File: src/rtl/hazard_pipe_ctrl_pkg.sv
// Shared types for the MIPS pipeline control slice: FSM state, the
// pipeline-register control bundle and the register-match helper.
package mips_pipe_pkg;

  typedef enum logic {RUN = 1'b0, MEM_WAIT = 1'b1} pipe_state_t;

  localparam logic [4:0] REG_ZERO = 5'd0;

  typedef struct packed {
    logic pc_write;
    logic ifid_write;
    logic ifid_flush;
    logic idex_bubble;
    logic exmem_write;
    logic memwb_bubble;
  } pipe_ctl_t;

  // $zero is hardwired, so a write to it never feeds a later reader.
  function automatic logic reg_match(input logic [4:0] r, input logic [4:0] rs,
                                     input logic [4:0] rt, input logic uses_rt);
    return (r != REG_ZERO) && ((r == rs) || (uses_rt && (r == rt)));
  endfunction

endpackage

File: src/rtl/hazard_pipe_ctrl_hazard_detect.sv
// Combinational ID-stage hazard terms: load-use and branch-operand hazards.
module hazard_detect
  import mips_pipe_pkg::*;
(
  input  logic [4:0] id_rs,
  input  logic [4:0] id_rt,
  input  logic       id_uses_rt,
  input  logic       id_branch,
  input  logic       ex_mem_read,
  input  logic       ex_reg_write,
  input  logic [4:0] ex_dst,
  input  logic       mem_mem_read,
  input  logic [4:0] mem_dst,
  output logic       load_use,
  output logic       br_haz
);

  logic ex_match, mem_match;

  assign ex_match  = reg_match(ex_dst, id_rs, id_rt, id_uses_rt);
  assign mem_match = reg_match(mem_dst, id_rs, id_rt, id_uses_rt);

  assign load_use = ex_mem_read & ex_match;
  // Branches resolve in ID, so ALU results in EX and loads in MEM are not yet forwardable.
  assign br_haz   = id_branch & ((ex_reg_write & ex_match) | (mem_mem_read & mem_match));

endmodule

File: src/rtl/hazard_pipe_ctrl.sv
// Stall/flush/freeze sequencer for the 5-stage pipeline.
// Optional performance counters enabled by defining HAZARD_PERF_CNT_EN.
module hazard_pipe_ctrl
  import mips_pipe_pkg::*;
#(
  parameter int TIMEOUT = 16,
  parameter int CNT_W   = 5,
  parameter int PERF_W  = 32
) (
  input  logic              clk,
  input  logic              rst_n,
  input  logic [4:0]        ID_rs,
  input  logic [4:0]        ID_rt,
  input  logic              ID_UsesRt,
  input  logic              ID_Branch,
  input  logic              ID_BranchTaken,
  input  logic              EX_MemRead,
  input  logic              EX_RegWrite,
  input  logic [4:0]        EX_RegDst,
  input  logic              MEM_MemRead,
  input  logic              MEM_MemWrite,
  input  logic [4:0]        MEM_RegDst,
  input  logic              mem_ready,
  output logic              PC_Write,
  output logic              IFID_Write,
  output logic              IFID_Flush,
  output logic              IDEX_Bubble,
  output logic              EXMEM_Write,
  output logic              MEMWB_Bubble,
  output logic              mem_req,
  output logic              mem_err
`ifdef HAZARD_PERF_CNT_EN
  ,
  output logic [PERF_W-1:0] perf_stall,
  output logic [PERF_W-1:0] perf_flush,
  output logic [PERF_W-1:0] perf_memwait
`endif
);

  localparam pipe_ctl_t FREEZE_CTL = '{pc_write: 1'b0, ifid_write: 1'b0, ifid_flush: 1'b0,
                                       idex_bubble: 1'b0, exmem_write: 1'b0, memwb_bubble: 1'b1};
  localparam pipe_ctl_t RESET_CTL  = '{pc_write: 1'b0, ifid_write: 1'b0, ifid_flush: 1'b1,
                                       idex_bubble: 1'b1, exmem_write: 1'b0, memwb_bubble: 1'b1};

  pipe_state_t      state;
  logic [CNT_W-1:0] wcnt;
  logic             load_use, br_haz, stall, access, timeout, freeze;
  pipe_ctl_t        ctl;

  hazard_detect u_hd (
    .id_rs       (ID_rs),
    .id_rt       (ID_rt),
    .id_uses_rt  (ID_UsesRt),
    .id_branch   (ID_Branch),
    .ex_mem_read (EX_MemRead),
    .ex_reg_write(EX_RegWrite),
    .ex_dst      (EX_RegDst),
    .mem_mem_read(MEM_MemRead),
    .mem_dst     (MEM_RegDst),
    .load_use    (load_use),
    .br_haz      (br_haz)
  );

  assign stall   = load_use | br_haz;
  assign access  = MEM_MemRead | MEM_MemWrite;
  assign timeout = (state == MEM_WAIT) && !mem_ready && (wcnt == CNT_W'(TIMEOUT - 1));
  assign freeze  = (state == RUN) ? (access & ~mem_ready) : (~mem_ready & ~timeout);

  always_comb begin
    ctl = '{pc_write: 1'b1, ifid_write: 1'b1, ifid_flush: ID_Branch & ID_BranchTaken,
            idex_bubble: 1'b0, exmem_write: 1'b1, memwb_bubble: 1'b0};
    if (stall) begin
      ctl.pc_write    = 1'b0;
      ctl.ifid_write  = 1'b0;
      ctl.ifid_flush  = 1'b0;
      ctl.idex_bubble = 1'b1;
    end
    // An abandoned access must not write back garbage, but the pipeline moves on.
    if (freeze)       ctl = FREEZE_CTL;
    else if (timeout) ctl.memwb_bubble = 1'b1;
    if (!rst_n)       ctl = RESET_CTL;
  end

  assign PC_Write     = ctl.pc_write;
  assign IFID_Write   = ctl.ifid_write;
  assign IFID_Flush   = ctl.ifid_flush;
  assign IDEX_Bubble  = ctl.idex_bubble;
  assign EXMEM_Write  = ctl.exmem_write;
  assign MEMWB_Bubble = ctl.memwb_bubble;
  assign mem_req      = rst_n & access;

  always_ff @(posedge clk or negedge rst_n) begin
    if (!rst_n) begin
      state   <= RUN;
      wcnt    <= '0;
      mem_err <= 1'b0;
    end else begin
      case (state)
        RUN: if (freeze) begin
          state <= MEM_WAIT;
          wcnt  <= CNT_W'(1);
        end
        MEM_WAIT: if (mem_ready) begin
          state <= RUN;
          wcnt  <= '0;
        end else if (timeout) begin
          state   <= RUN;
          wcnt    <= '0;
          mem_err <= 1'b1;
        end else begin
          wcnt <= wcnt + CNT_W'(1);
        end
        default: begin
          state <= RUN;
          wcnt  <= '0;
        end
      endcase
    end
  end

`ifdef HAZARD_PERF_CNT_EN
  always_ff @(posedge clk or negedge rst_n) begin
    if (!rst_n) begin
      perf_stall   <= '0;
      perf_flush   <= '0;
      perf_memwait <= '0;
    end else begin
      if (stall && !freeze && perf_stall != '1)   perf_stall   <= perf_stall + 1'b1;
      if (ctl.ifid_flush && perf_flush != '1)     perf_flush   <= perf_flush + 1'b1;
      if (state == MEM_WAIT && perf_memwait != '1) perf_memwait <= perf_memwait + 1'b1;
    end
  end
`endif

endmodule

File: config.mk
export PLATFORM = sky130hd
export DESIGN_NAME = hazard_pipe_ctrl
export DESIGN_NICKNAME = d
export VERILOG_FILES = /design/src/rtl/hazard_pipe_ctrl_pkg.sv /design/src/rtl/hazard_pipe_ctrl_hazard_detect.sv /design/src/rtl/hazard_pipe_ctrl.sv
export SDC_FILE = /design/constraint.sdc
export NUM_CORES = 1
export LEC_CHECK = 0
export ABC_AREA = 1
export CORE_ASPECT_RATIO = 0.7
export CORE_MARGIN = 4
export CORE_UTILIZATION = 37
export CTS_CLUSTER_DIAMETER = 100
export DETAILED_ROUTE_END_ITERATION = 8
export PLACE_DENSITY = 0.86
export SETUP_SLACK_MARGIN = 0.05
export SLEW_MARGIN = 20
export SYNTH_ARGS = -nofsm -noshare
export SYNTH_HDL_FRONTEND = slang
export SYNTH_SLANG_ARGS = --single-unit
export TNS_END_PERCENT = 1
File: constraint.sdc
create_clock -name clk -period 1.52 [get_ports clk]
set_input_delay 0.38 -clock clk [delete_from_list [all_inputs] [get_ports clk]]
set_output_delay 0.38 -clock clk [all_outputs]
set_load 0.005 [all_outputs]
==> results.yml <==
synthesis:
  synth_edf_count: 0
  synth-seq-cells: 7
  yosysWarnings: 0
  synth_nets: 186
  yosysTopAreaCell: "nand2_1"
  synthTopCellsByArea: "nand2_1, dfrtp_1, inv_1"
  syn-mean-instance-area_um2: 5.38
  synth_async_sr_flop_share_pct: 100
  syn_area_um2: 835
  synth_top_area_share_pct: 32.4
  synth_cell_type_count: 23
  syn_inst: 155
  ys_seq_area_share_pct: 21.0
  ys.flop_type: "dfrtp_1"
worst_setup_path:
  arrival_ns: 1.66
  reg2reg_depth: 10
  critical_path_class: "flip-flop to output pin"
  cpMaxStageDelayCell: "dfrtp_1"
  endpoint: "IFID_Flush"
  start_kind: "flip-flop"
  timing.rr.start: "wcnt[1]$_DFFE_PN0P_"
  reg2reg_setup_slack_ns: -0.01
  critPathMaxFanout: 3
  required_ns: 1.14
  cpPeakStageDelay_ns: 0.39
  worst_setup_path_end_kind: "output pin"
  crit-reg2reg-capture: "wcnt[1]$_DFFE_PN0P_"
  worstPathCellList: "ha_2, nand2_2, clkinv_4, nand4_4, nand3b_4, buf_6, inv_4, nor2_4, nand3_2, nand2_1, buf_2"
  setup.worst_path.start: "wcnt[1]$_DFFE_PN0P_"
timing:
  fin_hold_ws_ns: 0.215
  clock_skew_ns: 0.00607
  tns_ns: -2.72
  grt_setup_unrepaired: "yes"
  timing.final.ws_setup_ns: -0.517
  drv_slew: 0
  fmax_mhz: 491
  worst_pin_slew_ns: 0.222
  final_hold_viol_count: 0
  relSlewSlack_pct: 85.2
  setup_viol: 8
  fin_crit_ns: 2.04
  period_share_pct: 134
run_status:
  status: "finished, violations left"
  violations: "setup timing"
global_route:
  first_global_vias: 1015
  antenna_found_initial: 0
  gr-usage-all-layers_pct: 18.7
  grt_pass1_wl_mm: 4.33
  grt_max_degree: 7
  overflow: 0
clocking:
  ctsHtreeMaxLevel: 1
  clk_pin_slew_ns: 0.06
  cts.path.max_buffers: 2
  clock-sinks: 7
  numCtsBuffers: 3
  clk_latency_ns: 0.26
  cts_tree: "built"
  ctsHoldBuffers: 0
  cts_root_buffer: "clkbuf_4"
placement:
  dp.cells: 246
  numPortBuffers: 37
  hpwl_mm: 2.22
  place.gp.congestion: 0.864
floorplan:
  die_area_mm2: 0.00309
  die_h_um: 47.7
  initial_utilization_pct: 38.7
  dieWidth_um: 64.8
  coreArea_mm2: 0.00215
  ios: 38
  rows: 14
route:
  via_count: 1164
  drc_errors: 0
  wl_per_cell_um: 11.5
  ant_nets: 0
  drt-total-wl_mm: 2.92
  drt_iter0_drc: 64
  firstDrtPassIters: 4
  routed_via_density: 4.56
power:
  p_leak_nw: 0.900
  power.density_mw_per_mm2: 480
  vdd_drop_max_mv: 0.298
cells_and_area:
  drive_gt1_share_pct: 31.8
  stdcell_count: 255
  syn_to_final_growth_pct: 79.5
  final_net_count: 255
  diodes: 0
worst_hold_path:
  hold_path_class: "input pin to async pin"
run:
  drv_cap: 0
## placed cells by master, fill, tap and decap left out, types with 2 or more instances in the layout
master	n
nand2_1	66
buf_4	23
dlygate4sd2_1	22
nor2_1	14
inv_2	14
inv_1	14
nand3_1	10
dfrtp_1	7
buf_2	6
nand2_2	5
buf_6	5
clkdlybuf4s50_1	4
clkbuf_4	3
nor2_4	2
xnor2_1	2
o21ai_1	2
nand3_2	2
nand2_4	2
dlymetal6s2s_1	2
## where the power goes
part,internal (W),switching (W),leakage [nW],total (W)
Sequential,0.000199,0.00000888,0.0880,0.000208
Clock,0.000101,0.0000779,0.0150,0.000179
Combinational,0.000169,0.000164,0.797,0.000333
Total,0.000469,0.000251,0.900,0.000719
## registers in the layout (all words and copies together) (netlist names)
name	cells
mem_err	1
state	1
wcnt	5
## layer usage
layer	up-vias	wire length [µm]	global-route usage, %
met5	-	0	0
met4	0	61	8.82
met1	518	1340	26.1
li1	600	-	-
met3	6	237	3.52
met2	40	1290	28.5
## logic make-up after synthesis
logic type               after synthesis  synth area share [%]
AND/OR/NAND/NOR                      107                  55.3
AO/OA/AOI/OAI                          6                  4.20
XOR/XNOR                               3                  3.15
flip-flops                             7                  21.0
adder cells (fa/ha/maj)                1                  1.50
buffers and inverters                 31                  14.8
## synthesized netlist by cell type (2+ instances only)
| library cell | number |
|---|---|
| nand2_1 | 72 |
| inv_1 | 18 |
| nor2_1 | 16 |
| nand3_1 | 12 |
| inv_2 | 10 |
| dfrtp_1 | 7 |
| o21ai_0 | 3 |
| xnor2_1 | 2 |
## layout make-up
cell class                      instances  area [µm²]
Timing Repair Buffer                   65         543
Fill cell                             194         657
Sequential cell                         7         175
Clock buffer                            4        26.3
Inverter                               30         120
Tap cell                               32        40.0
Multi-Input combinational cell        117         593
## what timing repair did
item / 4_1_cts / 5_1_grt
setup buffers: 4 / 1
pin swaps: 10 / 7
resized for setup: 68 / 11
setup endpoints to repair: 8 / 10
## critical path: cells and delay by family, from the launching register on
family        cells  cell delay (ns)
fa+ha+maj         1             0.20
flops             1             0.39
simple gates      6             0.42
buf+inv           4             0.38
## worst min path at each step
stage / cells past startpoint / slack, ns / end / start
finish: 2 / 0.22 / wcnt[0]$_DFFE_PN0P_ / rst_n
global route: 2 / 0.23 / wcnt[0]$_DFFE_PN0P_ / rst_n
CTS: 2 / 0.22 / wcnt[0]$_DFFE_PN0P_ / rst_n
detailed placement: 2 / 0.45 / mem_err$_DFFE_PN0P_ / mem_err$_DFFE_PN0P_
global placement: 2 / 0.45 / mem_err$_DFFE_PN0P_ / mem_err$_DFFE_PN0P_
floorplan: 0 / 0.08 / mem_err$_DFFE_PN0P_ / rst_n
## stage by stage
stage          cell area [µm²]  util (%)  power (W)  setup slack [ns]
2_1_floorplan              848         -   0.000336           -0.0539
3_3_place_gp              1420      66.1   0.000527             -1.06
3_5_place_dp              1420      66.1   0.000533             -1.05
4_1_cts                   1470      68.0   0.000697            -0.483
5_1_grt                   1500      69.5   0.000763            -0.601
6_report                  1500      69.5   0.000719            -0.517
Note: power is estimated with default switching activity, not from simulation.
